## config.mk

```make
export PLATFORM = sky130hd
export DESIGN_NAME = reg_write_sequencer
export DESIGN_NICKNAME = d
export VERILOG_FILES = /design/src/rtl/wb_pkg.sv /design/src/rtl/wb_fifo.sv /design/src/rtl/reg_write_sequencer.sv
export SDC_FILE = /design/constraint.sdc
export NUM_CORES = 1
export LEC_CHECK = 0
export ABC_AREA = 1
export CORE_ASPECT_RATIO = 0.75
export CORE_MARGIN = 8
export CORE_UTILIZATION = 50
export CTS_CLUSTER_SIZE = 8
export DETAILED_ROUTE_END_ITERATION = 10
export PLACE_DENSITY = 0.85
export SYNTH_ARGS = -nofsm -noshare
export SYNTH_HDL_FRONTEND = slang
export SYNTH_SLANG_ARGS = --single-unit
export TNS_END_PERCENT = 50
```

## constraint.sdc

```tcl
create_clock -name clk -period 3 [get_ports clk]
set_clock_uncertainty 0.2 [all_clocks]
set_input_delay 0.6 -clock clk [delete_from_list [all_inputs] [get_ports clk]]
set_output_delay 0.6 -clock clk [all_outputs]
set_load 0.005 [all_outputs]
```

## src/rtl/wb_pkg.sv

```systemverilog
// Shared widths and types for the register-file write sequencer.
package wb_pkg;

   localparam int REG_ADDR_W = 4;
   localparam int DATA_W     = 16;

   typedef enum logic {
      IDLE  = 1'b0,
      LOWER = 1'b1
   } state_t;

   typedef struct packed {
      logic [REG_ADDR_W-1:0] addr;
      logic [DATA_W-1:0]     data;
   } a_entry_t;

endpackage

```

## src/rtl/wb_fifo.sv

```systemverilog
// Synchronous FIFO of address-unit writes with a fall-through head.
// With WB_HAZARD_EN defined it also exposes per-entry valid/addr for hazard compares.
module wb_fifo
   import wb_pkg::*;
#(
   parameter int A_DEPTH = 2
) (
   input  logic     clk,
   input  logic     rst,
   input  logic     push,
   input  logic     pop,
   input  a_entry_t push_entry,
   output logic     full,
   output logic     empty,
   output a_entry_t head
`ifdef WB_HAZARD_EN
   ,
   output logic [A_DEPTH-1:0]                 ent_valid,
   output logic [A_DEPTH-1:0][REG_ADDR_W-1:0] ent_addr
`endif
);

   localparam int PTR_W = $clog2(A_DEPTH);

   a_entry_t         mem_q [A_DEPTH];
   logic [PTR_W-1:0] wr_ptr_q;
   logic [PTR_W-1:0] rd_ptr_q;
   logic [PTR_W:0]   count_q;
   logic             do_push;
   logic             do_pop;

   assign full    = (count_q == (PTR_W+1)'(A_DEPTH));
   assign empty   = (count_q == '0);
   assign do_push = push && !full;
   assign do_pop  = pop && !empty;
   assign head    = mem_q[rd_ptr_q];

   always_ff @(posedge clk) begin
      if (rst) begin
         wr_ptr_q <= '0;
         rd_ptr_q <= '0;
         count_q  <= '0;
      end else begin
         if (do_push) wr_ptr_q <= wr_ptr_q + 1'b1;
         if (do_pop)  rd_ptr_q <= rd_ptr_q + 1'b1;
         count_q <= count_q + (PTR_W+1)'(do_push) - (PTR_W+1)'(do_pop);
      end
   end

   // Storage needs no reset: the pointers alone define which slots are live.
   always_ff @(posedge clk) begin
      if (do_push) mem_q[wr_ptr_q] <= push_entry;
   end

`ifdef WB_HAZARD_EN
   // A slot is live when its distance from the read pointer is below the count.
   for (genvar gi = 0; gi < A_DEPTH; gi++) begin : g_ent
      logic [PTR_W-1:0] offs;
      assign offs          = PTR_W'(gi) - rd_ptr_q;
      assign ent_valid[gi] = ({1'b0, offs} < count_q);
      assign ent_addr[gi]  = mem_q[gi].addr;
   end
`endif

endmodule

```

## src/rtl/reg_write_sequencer.sv

```systemverilog
// Serialises data-path byte writes and address-unit word writes onto one register-file write port.
// Optional WB_HAZARD_EN adds the hz_addr/hz_pending outstanding-write query.
module reg_write_sequencer
   import wb_pkg::*;
#(
   parameter int A_DEPTH = 2
) (
   input  logic                  clk,
   input  logic                  rst,
   input  logic                  d_valid,
   output logic                  d_ready,
   input  logic [REG_ADDR_W-1:0] d_addr,
   input  logic [1:0]            d_mask,
   input  logic [DATA_W-1:0]     d_data,
   input  logic                  a_valid,
   output logic                  a_ready,
   input  logic [REG_ADDR_W-1:0] a_addr,
   input  logic [DATA_W-1:0]     a_data,
   output logic                  reg3_writeu,
   output logic                  reg3_writel,
   output logic [REG_ADDR_W-1:0] reg3_addr,
   output logic [DATA_W-1:0]     reg3_bus,
   output logic                  reg4_write,
   output logic [REG_ADDR_W-1:0] reg4_addr,
   output logic [DATA_W-1:0]     reg4_bus
`ifdef WB_HAZARD_EN
   ,
   input  logic [REG_ADDR_W-1:0] hz_addr,
   output logic                  hz_pending
`endif
);

   state_t                state_q, state_d;
   logic                  writeu_q, writeu_d;
   logic                  writel_q, writel_d;
   logic                  reg4_write_q, reg4_write_d;
   logic [REG_ADDR_W-1:0] reg3_addr_q, reg3_addr_d;
   logic [DATA_W-1:0]     reg3_bus_q, reg3_bus_d;
   logic [REG_ADDR_W-1:0] reg4_addr_q, reg4_addr_d;
   logic [DATA_W-1:0]     reg4_bus_q, reg4_bus_d;
   logic                  fifo_full, fifo_empty, fifo_pop;
   a_entry_t              fifo_head;
`ifdef WB_HAZARD_EN
   logic [A_DEPTH-1:0]                 ent_valid;
   logic [A_DEPTH-1:0][REG_ADDR_W-1:0] ent_addr;
   logic [A_DEPTH-1:0]                 fifo_hit;
`endif

   wb_fifo #(.A_DEPTH(A_DEPTH)) u_fifo (
      .clk        (clk),
      .rst        (rst),
      .push       (a_valid),
      .pop        (fifo_pop),
      .push_entry ('{addr: a_addr, data: a_data}),
      .full       (fifo_full),
      .empty      (fifo_empty),
      .head       (fifo_head)
`ifdef WB_HAZARD_EN
      ,
      .ent_valid  (ent_valid),
      .ent_addr   (ent_addr)
`endif
   );

   assign a_ready = !fifo_full;

   // The LOWER byte reuses reg3_addr/reg3_bus, which still hold the upper-byte request.
   always_comb begin
      state_d      = state_q;
      writeu_d     = 1'b0;
      writel_d     = 1'b0;
      reg4_write_d = 1'b0;
      reg3_addr_d  = reg3_addr_q;
      reg3_bus_d   = reg3_bus_q;
      reg4_addr_d  = reg4_addr_q;
      reg4_bus_d   = reg4_bus_q;
      d_ready      = 1'b0;
      fifo_pop     = 1'b0;
      if (state_q == LOWER) begin
         writel_d = 1'b1;
         state_d  = IDLE;
      end else if (fifo_full) begin
         reg4_write_d = 1'b1;
         reg4_addr_d  = fifo_head.addr;
         reg4_bus_d   = fifo_head.data;
         fifo_pop     = 1'b1;
      end else if (d_valid) begin
         d_ready = 1'b1;
         if (d_mask != 2'b00) begin
            reg3_addr_d = d_addr;
            reg3_bus_d  = d_data;
         end
         case (d_mask)
            2'b11: begin
               writeu_d = 1'b1;
               state_d  = LOWER;
            end
            2'b10:   writeu_d = 1'b1;
            2'b01:   writel_d = 1'b1;
            default: ;
         endcase
      end else if (!fifo_empty) begin
         reg4_write_d = 1'b1;
         reg4_addr_d  = fifo_head.addr;
         reg4_bus_d   = fifo_head.data;
         fifo_pop     = 1'b1;
      end
   end

   always_ff @(posedge clk) begin
      if (rst) begin
         state_q      <= IDLE;
         writeu_q     <= 1'b0;
         writel_q     <= 1'b0;
         reg4_write_q <= 1'b0;
         reg3_addr_q  <= '0;
         reg3_bus_q   <= '0;
         reg4_addr_q  <= '0;
         reg4_bus_q   <= '0;
      end else begin
         state_q      <= state_d;
         writeu_q     <= writeu_d;
         writel_q     <= writel_d;
         reg4_write_q <= reg4_write_d;
         reg3_addr_q  <= reg3_addr_d;
         reg3_bus_q   <= reg3_bus_d;
         reg4_addr_q  <= reg4_addr_d;
         reg4_bus_q   <= reg4_bus_d;
      end
   end

   assign reg3_writeu = writeu_q;
   assign reg3_writel = writel_q;
   assign reg3_addr   = reg3_addr_q;
   assign reg3_bus    = reg3_bus_q;
   assign reg4_write  = reg4_write_q;
   assign reg4_addr   = reg4_addr_q;
   assign reg4_bus    = reg4_bus_q;

`ifdef WB_HAZARD_EN
   // Strobes on the outputs count as pending: those writes land at the next edge.
   for (genvar gi = 0; gi < A_DEPTH; gi++) begin : g_hit
      assign fifo_hit[gi] = ent_valid[gi] && (ent_addr[gi] == hz_addr);
   end
   assign hz_pending = (|fifo_hit)
                    || ((state_q == LOWER || writeu_q || writel_q) && (reg3_addr_q == hz_addr))
                    || (reg4_write_q && (reg4_addr_q == hz_addr));
`endif

endmodule

```

# After elaboration in Yosys (flattened, before gate mapping)
# Memory sizes are Yosys's and may differ from the RTL's. A register that Yosys moved wholly into a read port is not among the register bits.
# Cells that the tools add are included.
# W data, S select, Z words.
# word_totals
mem_count,1
in_bits,46
reg_bits,48
ram_bits,40
# classes
n_bitwise,3
n_reduce_logical,10
addsub,4
n_eq_ne,6
mux,23
# mem_list
memory,depth,width,rd,rd_clocked_by_memory_dff,write_ports,line_no,text
u_fifo.mem_q,2,20,1,1,1,wb_fifo.sv:25,a_entry_t mem_q [A_DEPTH];
# op_table
cell,n
$mux W16,3
$mux W1,17
$mux W4,3
$eq A2 B2 Y1 const B,3
$ne A2 B1 Y1 const B,2
$reduce_and A4 Y1,1
$reduce_or A4 Y1,1
$not A1 Y1,3
$reduce_and A3 Y1,1
$add A1 B1 Y1 const B,2
$add A2 B1 Y2,1
$eq A2 B1 Y1 const B,1
$logic_and A1 B1 Y1,2
$logic_not A1 Y1,2
$logic_not A2 Y1,1
$reduce_bool A2 Y1,1
$reduce_or A2 Y1,1
$sub A2 B1 Y2,1

# Longest topological paths before layout
# Gate-level depths: netlist of run 1.
# depth
depth_word,8
ltp_mapped,12
mapped_depth_nobuf,11

# Modules after synthesis
# From an unflattened synthesis of run 1, not the netlist that was laid out.
# unflattened
hier_cells,426
area_unflattened_um2,3849.9
# by_module_without_submodules
mod,area_per_inst_um2,seq_area_each_um2,instances,cells_each
reg_write_sequencer,2074.5,880.8,1,325
wb_fifo,1775.5,1301.2,1,101

# Worst setup path before layout of run 1
# Ideal clock, no wire load.
# synth_path
path_type,input port to flip-flop
from,input a_valid
to,memory u_fifo.mem_q[1][0] in the netlist's numbering (enable)
cell_stages,2
slack_ps,832
arrival_time_ps,1570
path_cell_list,nand2_1 > nor2_1
# synth_via
elab_chain_len,3
# synth_rtl
element,line_no,text
start: declaration,reg_write_sequencer.sv:15,"input logic a_valid,"
$logic_and A1 B1 Y1,wb_fifo.sv:34,assign do_push = push && !full;
$mux W1,wb_fifo.sv:52,if (do_push) mem_q[wr_ptr_q] <= push_entry;
$mux W1 (not written as such),wb_fifo.sv:52,
end: declaration,wb_fifo.sv:25,
# No other way between the ends.

# Final worst setup path of run 1
# layout_path
from,input d_valid
to,output d_ready
# layout_via
elab_chain_len,3
# layout_rtl
element,line_no,text
start: declaration,reg_write_sequencer.sv:10,"input logic d_valid,"
$mux W1,reg_write_sequencer.sv:87,end else if (d_valid) begin
$mux W1,reg_write_sequencer.sv:82,end else if (fifo_full) begin
$mux W1,reg_write_sequencer.sv:79,if (state_q == LOWER) begin
end: declaration,reg_write_sequencer.sv:11,"output logic d_ready,"
# No other way between the ends.

==> impl_metrics.tcl, run 1 <==
set metrics [dict create \
    num_vias 2697 \
    die_w_microns 113 \
    cts.hold.buffers_added 0 \
    use_met3_pct 6.75 \
    clock_path_buffers 2 \
    grtUsageTotal_pct 15.0 \
    setup_tns_ns 0 \
    cts.clk_slew.worst_paths_ns 0.09 \
    place_inst 576 \
    grt_pass1_vias 2543 \
    path_max_fanout 5 \
    clk_latency_ns 0.35 \
    ir_worst_vdd_v 0.000420 \
    overflow 0 \
    die_area_sq_um 10100 \
    drv_slew 0 \
    power_frac_seq_pct 43.5 \
    post_cts_buffers 0 \
    cts_root_buf "clkbuf_8" \
    cp_common_cell "clkdlybuf4s50_1" \
    seq_area_frac_synth_pct 61.6 \
    rsz0062_at_grt "false" \
    row_count 26 \
    cts-resized-gates 0 \
    relSlewSlack_pct 55.7 \
    hold_viol 0 \
    report.final.setup_viol 0 \
    first_pass_iters 4 \
    grt_use_met2_pct 26.6 \
    ant_nets 0 \
    cts_tree "built" \
    min-delay-start "reg3_bus[12]" \
    grt_pass1_wl_mm 11.8 \
    p_clk_share_pct 24.1 \
    grt_max_degree 44 \
    finalInstanceArea_sq_um 4720 \
    intPower_w 0.00265 \
    slowest_delay_ns 0.59 \
    io_buffer_count 90 \
    ys_seq_elements 89 \
    status "complete, no violations" \
    syn_area_per_cell_sq_um 8.61 \
    layout.nets 551 \
    antenna_found_initial 0 \
    syn_inst 411 \
    diodes 0 \
    tightest_slew_ns 0.663 \
    r2r-start "state_q" \
    post-route-util_pct 69.2 \
    drt_iter0_drc 139 \
    cts_max_level 3 \
    hp-class "flip-flop to flip-flop" \
    ios 91 \
    final_cells 592 \
    crit_required_ns 2.20 \
    cp-start-kind "primary input" \
    met1_usage_pct 16.0 \
    syn_nets 459 \
    cts_buffers 9 \
    core_sq_um 6830 \
    drt_drc_violations_left 0 \
    wl_per_cell_microns 12.2 \
    synth_cell_types 20 \
    fmax_mhz 376 \
    power_leakage_nw 2.12 \
    routed_wirelength_mm 7.25 \
    min_period_ns 2.66 \
    area_growth_pct 33.5 \
    yosys_warnings 0 \
    switching_share_pct 31.5 \
    power_frac_comb_pct 32.4 \
    initial_core_util_pct 51.8 \
    p_switching_w 0.00122 \
    total_power_w 0.00387 \
    arrival_ns 1.86 \
    syn-cell-area_sq_um 3540 \
    grt-busiest-layer "met2" \
    cp_cell_sequence "clkdlybuf4s50_1 -> nand2_1 -> nor2_1 -> clkdlybuf4s50_1" \
    dp_hpwl_mm 5.18 \
    place_congestion 0.709 \
    crit_path_top_delay_cell "clkdlybuf4s50_1" \
    finalCritPeriodShare_pct 88.7 \
    critPathCaptureType "output port" \
    cts.sinks 89 \
    worstSetupStartpoint "d_valid" \
    crit_type "primary input to output port" \
    die_h_microns 88.9 \
    place_area_sq_um 4490 \
    via_per_inst 4.56 \
    p_per_area_nw_per_um2 820 \
    maxCapViolCount 0 \
    drive_above_1_share_pct 6.10 \
]
-- power by group through the flow --
stage | clock network, W | logic, W | registers (W)
after floorplan | 0 | 0.000762 | 0.00169
after global placement | 0 | 0.00123 | 0.00170
after detailed placement | 0 | 0.00127 | 0.00171
after CTS | 0.000966 | 0.00128 | 0.00168
after global routing | 0.000997 | 0.00144 | 0.00171
final | 0.000934 | 0.00126 | 0.00168
-- cells in the final DEF (no fill, tap or decap), types with 2 or more instances in the layout --
master             n
nand3_4            2
edfxtp_1          40
dfxtp_1           49
nor2_1            90
o21ai_0           21
buf_4              7
nand4_1            2
clkdlybuf4s50_1   90
nand2_1          108
bufinv_16          2
nor2_2             2
ha_1               2
nand2_2            2
inv_6              2
inv_1             71
clkbuf_8          10
-- synthesized netlist by cell type, drive strengths merged --
master  count  area share [%]
ha          2            0.71
clkinv      1            0.11
o21ai      21             3.0
dfxtp      49              28
a21oi       1            0.14
nor2       93              10
buf        11             2.7
xor2        1            0.25
nand4       2            0.35
nand2     110              12
inv        72             7.6
nand3       2            0.99
edfxtp     40              34
nor3        1            0.14
clkbuf      5            0.53
-- critical path: cells and delay by family --
kind	cells	cell delay [ns]
buffers and inverters	2	1.09
AND/OR/NAND/NOR	2	0.17
-- metal layers --
layer,part of all wire (%),vias to the layer above,routed length [microns]
met5,0,-,0
met2,50,70,3650
met4,1.2,0,88
li1,-,1411,-
met3,7.7,10,558
met1,41,1206,2950
-- layout make-up --
type                    instances  area, sq um
clock buffers                  10          138
clock inverters                 6         96.3
fillers                       537         2110
inverters                      73          274
multi-input cells             233          976
flip-flops and latches         89         2180
well taps                      84          105
repair buffers                 97          953
-- per-stage QoR --
| step | setup slack [ns] | hold WS, ns |
|---|---|---|
| 2_1_floorplan | 0.832 | 0.289 |
| 4_1_cts | 0.329 | 0.315 |
| 3_3_place_gp | 0.383 | 0.296 |
| 6_report | 0.339 | 0.313 |
| 5_1_grt | 0.278 | 0.346 |
| 3_5_place_dp | 0.329 | 0.298 |
-- cell families after synthesis --
group	count (synthesis)	synth area share, %
adders and majority gates	2	0.707
AOI/OAI and AO/OA	22	3.11
buffers and inverters	89	10.9
and+or+nand+nor	208	23.4
xor gates and xnor gates	1	0.247
DFF	89	61.6
-- worst paths after layout --
path,end,depth (start not counted),slack [ns]
min reg2reg,reg3_bus[12],4,0.31
max,d_ready,4,0.34
max reg2reg,u_fifo.count_q[1],10,1.18
min,reg3_bus[12],4,0.31
-- sequential cells by signal (all words and copies together), names as in the netlist, named ones only --
signal / flops
reg3_addr: 4
reg3_bus: 16
reg3_writel: 1
reg3_writeu: 1
reg4_addr: 4
reg4_bus: 16
reg4_write: 1
state_q: 1
u_fifo.count_q: 2
u_fifo.mem_q: 40
u_fifo.rd_ptr_q: 1
u_fifo.wr_ptr_q: 1
No activity file was read; power rests on OpenSTA's default activity.
==> inputs of run 2 (changes only) <==
- MAX_ROUTING_LAYER: default -> met4
==> run 2 against run 1 <==
  * First-iteration DRC count down 4.3%
  * Flip-flop and latch count unchanged
  * Critical path depth unchanged
  * Total power up 0.13%
  * Fmax about the same
  * Core utilization unchanged
  * Critical endpoint unchanged
  * Largest cell class unchanged
==> impl_metrics.tcl, run 2 (synthesized netlist as in run 1, its figures left out) <==
set metrics [dict create \
    cts-resized-gates 0 \
    multi_input_area_sq_um 976 \
    largest-register "u_fifo.mem_q" \
    finalCritPeriodShare_pct 88.7 \
    initial_core_util_pct 51.8 \
    die_area_sq_um 10100 \
    hp-class "flip-flop to flip-flop" \
    diodes 0 \
    grt_pass1_wl_mm 11.8 \
    hold_viol 0 \
    crit_required_ns 2.20 \
    overflow 0 \
    io_buffer_count 90 \
    cts_buffers 9 \
    via_per_inst 4.54 \
    cts_root_buf "clkbuf_8" \
    final_cells 592 \
    wl_met3_microns 407 \
    drt_drc_violations_left 0 \
    reg2reg_depth 10 \
    clock_path_buffers 2 \
    wl_met1_mm 3.10 \
    wl_per_cell_microns 12.3 \
    dp_hpwl_mm 5.18 \
    arrival_ns 1.86 \
    cts.clk_slew.worst_paths_ns 0.09 \
    p_clk_share_pct 24.1 \
    power_frac_comb_pct 32.5 \
    die_h_microns 88.9 \
    drv_slew 0 \
    crit_type "primary input to output port" \
    fmax_mhz 376 \
    top_layer_used "met4" \
    cts.hold.buffers_added 0 \
    setup_tns_ns 0 \
    place_congestion 0.717 \
    largest_reg_flops 40 \
    post_cts_buffers 0 \
    place_area_sq_um 4490 \
    num_vias 2686 \
    power_frac_seq_pct 43.4 \
    cp-start-kind "primary input" \
    intPower_w 0.00265 \
    p_switching_w 0.00123 \
    drive_above_1_share_pct 6.10 \
    cts.sinks 89 \
    grt_pass1_vias 2543 \
    maxCapViolCount 0 \
    relSlewSlack_pct 55.0 \
    row_count 26 \
    first_pass_iters 4 \
    power_leakage_nw 2.12 \
    tightest_slew_ns 0.673 \
    seqCellArea_sq_um 2180 \
    area_growth_pct 33.5 \
    layout.nets 551 \
    ir_worst_vdd_v 0.000420 \
    critPathCaptureType "output port" \
    layout_common_cells "nand2_1, nor2_1, clkdlybuf4s50_1" \
    layout_commonest_cell "nand2_1" \
    wl_met2_mm 3.66 \
    ant_nets 0 \
    clk_latency_ns 0.35 \
    routed_wirelength_mm 7.26 \
    n_fill_cell 537 \
    p_per_area_nw_per_um2 821 \
    cts_max_level 3 \
    drt_iter0_drc 133 \
    status "complete, no violations" \
    finalInstanceArea_sq_um 4720 \
    place_inst 576 \
    ios 91 \
    die_w_microns 113 \
    rsz0062_at_grt "false" \
    path_max_fanout 5 \
    grtUsageTotal_pct 15.4 \
    report.final.setup_viol 0 \
    switching_share_pct 31.6 \
    cts_tree "built" \
    core_sq_um 6830 \
    min_path_cells 4 \
    antenna_found_initial 0 \
    grt_max_degree 44 \
    min_period_ns 2.66 \
]
## run 2: final cells by class
| type | count | area share [%] |
|---|---|---|
| well taps | 84 | 2.22 |
| flip-flops and latches | 89 | 46.2 |
| inverters | 73 | 5.80 |
| repair buffers | 97 | 20.2 |
| multi-input cells | 233 | 20.7 |
| clock inverters | 6 | 2.04 |
| clock buffers | 10 | 2.91 |
## run 2: metal layers
metal	up-vias	track usage, %
met5	-	-
li1	1412	-
met2	65	26.6
met1	1200	16.6
met3	9	5.79
met4	0	4.10
## run 2: power by group through the flow
| stage | Clock [W] | Sequential [W] | Combinational (W) |
|---|---|---|---|
| final | 0.000936 | 0.00168 | 0.00126 |
| after global routing | 0.000997 | 0.00171 | 0.00144 |
| after CTS | 0.000966 | 0.00168 | 0.00128 |
| after detailed placement | 0 | 0.00171 | 0.00127 |
| after global placement | 0 | 0.00170 | 0.00123 |
| after floorplan | 0 | 0.00169 | 0.000762 |
## run 2: worst max-delay path, stage by stage
cell and delay, ns:
clkdlybuf4s50_1 0.59, nand2_1 0.08, nor2_1 0.09, clkdlybuf4s50_1 0.50
## run 2: final timing paths
check / from / slack (ns) / to
max reg2reg: state_q / 1.18 / u_fifo.count_q[1]
min: reg3_bus[12] / 0.31 / reg3_bus[12]
min reg2reg: reg3_bus[12] / 0.31 / reg3_bus[12]
max: d_valid / 0.34 / d_ready
## run 2: through the flow
step	power, W	hold WS, ns	setup slack, ns	utilization (%)
finish	0.00388	0.313	0.340	69.2
global route	0.00415	0.346	0.278	69.2
CTS	0.00393	0.315	0.329	69.2
detailed placement	0.00298	0.298	0.329	65.7
global placement	0.00293	0.296	0.383	65.7
floorplan	0.00245	0.289	0.832	-
